**config.mk**
```make
export PLATFORM = sky130hd
export DESIGN_NAME = acc_unit
export DESIGN_NICKNAME = d
export VERILOG_FILES = /design/src/rtl/acc_unit.sv
export SDC_FILE = /design/constraint.sdc
export NUM_CORES = 1
export LEC_CHECK = 0
export ABC_AREA = 1
export CORE_UTILIZATION = 46
export CTS_CLUSTER_DIAMETER = 200
export DETAILED_ROUTE_END_ITERATION = 8
export PLACE_DENSITY = 0.63
export SYNTH_ARGS = -nofsm -noshare
export SYNTH_HDL_FRONTEND = slang
export SYNTH_SLANG_ARGS = --single-unit
export TNS_END_PERCENT = 1
```
**constraint.sdc**
```tcl
create_clock -name clk -period 4.6 [get_ports clk]
set_input_delay 1.38 -clock clk [delete_from_list [all_inputs] [get_ports clk]]
set_output_delay 1.38 -clock clk [all_outputs]
set_load 0.005 [all_outputs]
```
**src/rtl/acc_unit.sv**
```systemverilog
// rtl/acc_unit.sv - WIDTH-bit accumulator with ALU/shift ops, flags and optional shift-add multiply (ACC_MUL_EN)
module acc_unit #(
    parameter int WIDTH = 16
) (
    input  logic             clk,
    input  logic             rst,
    input  logic             op_valid,
    input  logic [3:0]       op_code,
    input  logic [WIDTH-1:0] operand,
    output logic             op_ready,
    output logic [WIDTH-1:0] acc_out,
    output logic             flag_z,
    output logic             flag_n,
    output logic             flag_c,
    output logic             flag_v,
    output logic             busy,
    output logic             done
);

    localparam logic [3:0] OP_LOAD = 4'd1;
    localparam logic [3:0] OP_CLR  = 4'd2;
    localparam logic [3:0] OP_ADD  = 4'd3;
    localparam logic [3:0] OP_SUB  = 4'd4;
    localparam logic [3:0] OP_AND  = 4'd5;
    localparam logic [3:0] OP_OR   = 4'd6;
    localparam logic [3:0] OP_XOR  = 4'd7;
    localparam logic [3:0] OP_SHL  = 4'd8;
    localparam logic [3:0] OP_SHR  = 4'd9;
    localparam logic [3:0] OP_SAR  = 4'd10;

    logic [WIDTH-1:0] acc_q, acc_d;
    logic             z_q, z_d, n_q, n_d, c_q, c_d, v_q, v_d;
    logic [WIDTH:0]   sum, diff;
    logic             accept;

    assign sum  = {1'b0, acc_q} + {1'b0, operand};
    assign diff = {1'b0, acc_q} - {1'b0, operand};

`ifdef ACC_MUL_EN
    localparam int CW = $clog2(WIDTH);
    localparam logic [3:0] OP_MUL = 4'd11;

    typedef enum logic {IDLE, RUN} state_t;
    state_t             state_q, state_d;
    logic [WIDTH-1:0]   mcand_q, mcand_d;
    logic [WIDTH-1:0]   mplier_q, mplier_d;
    logic [2*WIDTH-1:0] prod_q, prod_d, prod_next;
    logic [CW-1:0]      count_q, count_d;
    logic               done_q, done_d;

    // Partial product after folding in the current multiplier bit
    assign prod_next = prod_q + (mplier_q[0] ? ({{WIDTH{1'b0}}, mcand_q} << count_q)
                                             : {2*WIDTH{1'b0}});
    assign busy     = (state_q == RUN);
    assign done     = done_q;
`else
    assign busy     = 1'b0;
    assign done     = 1'b0;
`endif

    assign op_ready = ~busy;
    assign accept   = op_valid && op_ready;
    assign acc_out  = acc_q;
    assign flag_z   = z_q;
    assign flag_n   = n_q;
    assign flag_c   = c_q;
    assign flag_v   = v_q;

    // Next accumulator/flags for single-cycle ops and the multiply sequencer
    always_comb begin
        acc_d = acc_q;
        z_d   = z_q;
        n_d   = n_q;
        c_d   = c_q;
        v_d   = v_q;
`ifdef ACC_MUL_EN
        state_d  = state_q;
        mcand_d  = mcand_q;
        mplier_d = mplier_q;
        prod_d   = prod_q;
        count_d  = count_q;
        done_d   = 1'b0;
`endif
        if (accept) begin
            case (op_code)
                OP_LOAD: begin acc_d = operand;           c_d = 1'b0;  v_d = 1'b0; end
                OP_CLR:  begin acc_d = '0;                c_d = 1'b0;  v_d = 1'b0; end
                OP_ADD:  begin
                    acc_d = sum[WIDTH-1:0];
                    c_d   = sum[WIDTH];
                    v_d   = (acc_q[WIDTH-1] == operand[WIDTH-1]) &&
                            (sum[WIDTH-1] != acc_q[WIDTH-1]);
                end
                OP_SUB:  begin
                    acc_d = diff[WIDTH-1:0];
                    c_d   = diff[WIDTH];
                    v_d   = (acc_q[WIDTH-1] != operand[WIDTH-1]) &&
                            (diff[WIDTH-1] != acc_q[WIDTH-1]);
                end
                OP_AND:  begin acc_d = acc_q & operand;   c_d = 1'b0;  v_d = 1'b0; end
                OP_OR:   begin acc_d = acc_q | operand;   c_d = 1'b0;  v_d = 1'b0; end
                OP_XOR:  begin acc_d = acc_q ^ operand;   c_d = 1'b0;  v_d = 1'b0; end
                OP_SHL:  begin acc_d = {acc_q[WIDTH-2:0], 1'b0};             c_d = acc_q[WIDTH-1]; v_d = 1'b0; end
                OP_SHR:  begin acc_d = {1'b0, acc_q[WIDTH-1:1]};             c_d = acc_q[0];       v_d = 1'b0; end
                OP_SAR:  begin acc_d = {acc_q[WIDTH-1], acc_q[WIDTH-1:1]};   c_d = acc_q[0];       v_d = 1'b0; end
`ifdef ACC_MUL_EN
                OP_MUL:  begin
                    mcand_d  = acc_q;
                    mplier_d = operand;
                    prod_d   = '0;
                    count_d  = '0;
                    state_d  = RUN;
                end
`endif
                default: ;
            endcase
            z_d = (acc_d == '0);
            n_d = acc_d[WIDTH-1];
`ifdef ACC_MUL_EN
            // MUL defers its flag update to the result edge
            if (op_code == OP_MUL) begin
                z_d = z_q;
                n_d = n_q;
            end
`endif
            // NOP and reserved codes leave everything untouched
            if (op_code == 4'd0 || op_code > 4'd10) begin
                z_d = z_q;
                n_d = n_q;
            end
        end
`ifdef ACC_MUL_EN
        if (state_q == RUN) begin
            prod_d   = prod_next;
            mplier_d = mplier_q >> 1;
            count_d  = count_q + CW'(1);
            if (count_q == CW'(WIDTH - 1)) begin
                acc_d   = prod_next[WIDTH-1:0];
                z_d     = (prod_next[WIDTH-1:0] == '0);
                n_d     = prod_next[WIDTH-1];
                c_d     = |prod_next[2*WIDTH-1:WIDTH];
                v_d     = 1'b0;
                done_d  = 1'b1;
                state_d = IDLE;
            end
        end
`endif
    end

    // Accumulator and flag registers
    always_ff @(posedge clk or posedge rst) begin
        if (rst) begin
            acc_q <= '0;
            z_q   <= 1'b1;
            n_q   <= 1'b0;
            c_q   <= 1'b0;
            v_q   <= 1'b0;
        end else begin
            acc_q <= acc_d;
            z_q   <= z_d;
            n_q   <= n_d;
            c_q   <= c_d;
            v_q   <= v_d;
        end
    end

`ifdef ACC_MUL_EN
    // Multiply sequencer state and working registers
    always_ff @(posedge clk or posedge rst) begin
        if (rst) begin
            state_q  <= IDLE;
            mcand_q  <= '0;
            mplier_q <= '0;
            prod_q   <= '0;
            count_q  <= '0;
            done_q   <= 1'b0;
        end else begin
            state_q  <= state_d;
            mcand_q  <= mcand_d;
            mplier_q <= mplier_d;
            prod_q   <= prod_d;
            count_q  <= count_d;
            done_q   <= done_d;
        end
    end
`endif

endmodule

```
==> summary.txt <==
Power
  – Peak VDD IR: 160.1 uV
  – P_int: 650.6 uW
  – Leak: 0.002595 uW
  – Final Power: between 1000 and 1500 uW
  – Clk pwr share: 0.144
  – Sequential power share: 0.194
  – Combinational fraction of design power: 0.663
  – PwrDens: 293.8 nW/um^2
  – Sw frac: 0.5298
  – Psw: 733.1 uW

Final layout
  – Ratio of cells with drive above 1 in the final layout: 0.03778
  – Core Util, Final: 0.5400
  – Commonest non-fill, non-tap cell in the layout: nand2_1
  – Diode count: 0
  – Nets@finish: 869
  – Commonest cells after routing, fill and taps aside: nand2_1 (251), inv_1 (125), nor2_1 (85)
  – Fill cells: approximately 900
  – Layout area overhead: 13.75%

STA
  – Post-Route Setup TNS: 0 ns
  – Max Clk Rate: 250.9 MHz
  – Final hold vios: 0
  – Pins Over Slew Limit: 0
  – Part of the cycle the worst path needs: 0.8666
  – Worst Tran Pin Value: 0.9097 ns
  – Slew Limit Headroom: 0.3928
  – RSZ-0062 raised after global routing: false
  – Fin crit period: roughly 4 ns
  – Worst Clk Skew: 0.005127 ns
  – Final setup fails: 0

Yosys
  – Post-synth EDFFs: 0
  – Synth area leaders: nand2_1 (23%), ha_1 (15%), dfrtp_1 (11%), inv_1 (11%), nand3_1 (10%)
  – Seq cells post-synth: 20
  – Ys async rst share: 1.000
  – Warnings, synthesis: 0
  – Top_reg_cell synth: dfrtp_1
  – Synth top area share: 0.2276
  – Unique masters post-synth: 37
  – Synth Area in Simple Gates: 0.4603
  – Synth Area in Adders: 0.1578
  – Multiplexer share of the synthesized area: 0.002418
  – Synth Area in Compound Gates: 0.1024
  – Largest family of logic cells by synthesized area: simple AND/OR/NAND/NOR gates
  – Mean post-synth cell area: roughly 5.4 sq um
  – Cell taking the most area after synthesis: nand2_1
  – Synth Area in XOR/XNOR: 0.004231
  – Sequential area share after synthesis: 0.1212
  – Syn Inst Count: 761
  – Synth Cell Area: about 4100 sq um

Critical path
  – Crit path kind: in -> reg
  – Type of destination of the critical path: register
  – CP startpoint kind: primary input
  – CP arrival: 4.22 ns
  – Worst-path fanout max: 4
  – Worst EP required: 4.84 ns
  – Slack of the worst reg-to-reg path: 1.71 ns

Detailed routing
  – Vias/cell: 5.605
  – Met3 routed WL: approximately 1600 um
  – Antenna Nets Post-Route: 0
  – Initial DRC Count: 467
  – # DRC: 0
  – Detailed-route wire length per cell: approximately 18 um
  – Drt total wl: 15970 um
  – Uppermost layer routed: met5
  – Met2 wire length: approximately 6800 um
  – DRT Pass-1 Iters: 5
  – Via count: 5056
  – Met1 WL: 6820 um

Flow run
  – Max-cap violations: 0

Run status
  – Status: complete, no violations

Die
  – Core ar.: 8721 sq um
  – Die span in x: around 97 um
  – Row count: 34
  – Die Span Y: between 90 and 100 um
  – Die Footprint: 9384 sq um
  – I/O pins: 46
  – Starting Density: 0.4747

Clock network
  – CTS tree: yes
  – Clock root buffer: clkbuf_8
  – Clock transition at path regs: 0.10 ns
  – CTS Buf Count: 3
  – Cts hold-fix bufs: 0
  – Max Root-Sink Buffers: 2
  – Clock sink count: 20
  – Post_cts resized: 0
  – Worst skew pair latency: between 0.2 and 0.3 ns
  – Total setup buffers inserted after CTS: 0
  – H-tree levels: 1

Placed design
  – Detailed Place HPWL: 12360 um
  – Global placer's final weighted congestion: 0.9899
  – Port Buffers: 42

Worst hold path
  – Min-delay worst type: reg -> reg

GRT
  – Total GRT Usage: 0.3438
  – Grt ovf: 0
  – Initial antenna violation count: 0
  – First-pass GRT wire length: 25370 um
  – Vias in the first global route: just under 5000
  – Largest net degree at the start of global routing: 21
## sequential cells by signal, indices dropped and copies added, names as in the netlist
| register | flops |
|---|---|
| flag_z | 1 |
| flag_c | 1 |
| flag_n | 1 |
| flag_v | 1 |
| acc_out | 16 |
## cell usage after synthesis, types with 2 or more instances
cell and count:
fa_1 2, nor2_2 3, nand4_1 18, or2_2 3, inv_1 125, buf_2 13, ha_1 49, o21ai_1 3
o22ai_1 18, o211ai_1 2, nor3_1 5, nor2_1 85, a21oi_1 25, xnor2_1 2, clkbuf_1 3, nand3_1 83
buf_4 6, inv_2 8, o21ai_0 20, conb_1 2, nand2_1 251, o21bai_1 2, dfrtp_1 19
## critical path, stage by stage
cell             delay, ns
clkdlybuf4s50_1       0.53
ha_1                  0.21
inv_1                 0.08
fa_1                  0.42
inv_1                 0.16
nand3_1               0.09
nand3_1               0.23
nand3_1               0.15
nand2_1               0.09
nand2_1               0.05
nand3_1               0.07
nand3_1               0.12
nor2_1                0.12
nand2_1               0.06
nor2_1                0.25
nand3_1               0.12
nand2_1               0.08
## stage by stage
step	instance area, sq um	setup WS [ns]	hold WS (ns)	instances
6_report	4710	0.6136	0.4948	902
5_1_grt	4710	0.4624	0.5035	902
4_1_cts	4710	0.6718	0.4885	902
3_5_place_dp	4638	0.3916	0.4647	898
3_3_place_gp	4638	0.3905	0.4661	898
2_1_floorplan	4144	1.604	0.4563	762
## cells by family after synthesis
family	after synthesis
xor+xnor	2
buf+inv	155
simple gates	455
mux	1
compound gates	75
flops	20
fa+ha+maj	51
other cells	2
## area by class of cell
class / instances / area, sq um / area share
flip-flops and latches: 20 / 501.7 / 0.1065
clock inverters: 1 / 30.03 / 0.006376
multi-input cells: 587 / 3022 / 0.6416
repair buffers: 50 / 480.5 / 0.1020
well taps: 108 / 135.1 / 0.02869
clock buffers: 3 / 41.29 / 0.008767
inverters: 133 / 499.2 / 0.1060
## power by group through the flow
stage	Combinational, uW	Sequential (uW)	Clock [uW]
after floorplan	600	257	0
after global placement	891	268	0
after detailed placement	890	270	0
after CTS	896	266	200
after global routing	1020	273	203
final	917	268	199
## path summary, 6_finish.rpt
check	to	start	depth (start not counted)
setup / recovery	flag_z	operand[0]	17
hold / removal	flag_c	flag_c	2
setup reg to reg	flag_z	acc_out[3]	15
hold reg to reg	flag_c	flag_c	2
max in group asynchronous	acc_out[4]	rst	2
min in group asynchronous	acc_out[12]	rst	2
## layer usage
layer	GRT usage	vias up
met5	0.03846	-
met4	0.1630	2
met3	0.05853	49
met2	0.5358	266
met1	0.4564	2280
li1	-	2459
(Power assumes the default switching activity.)
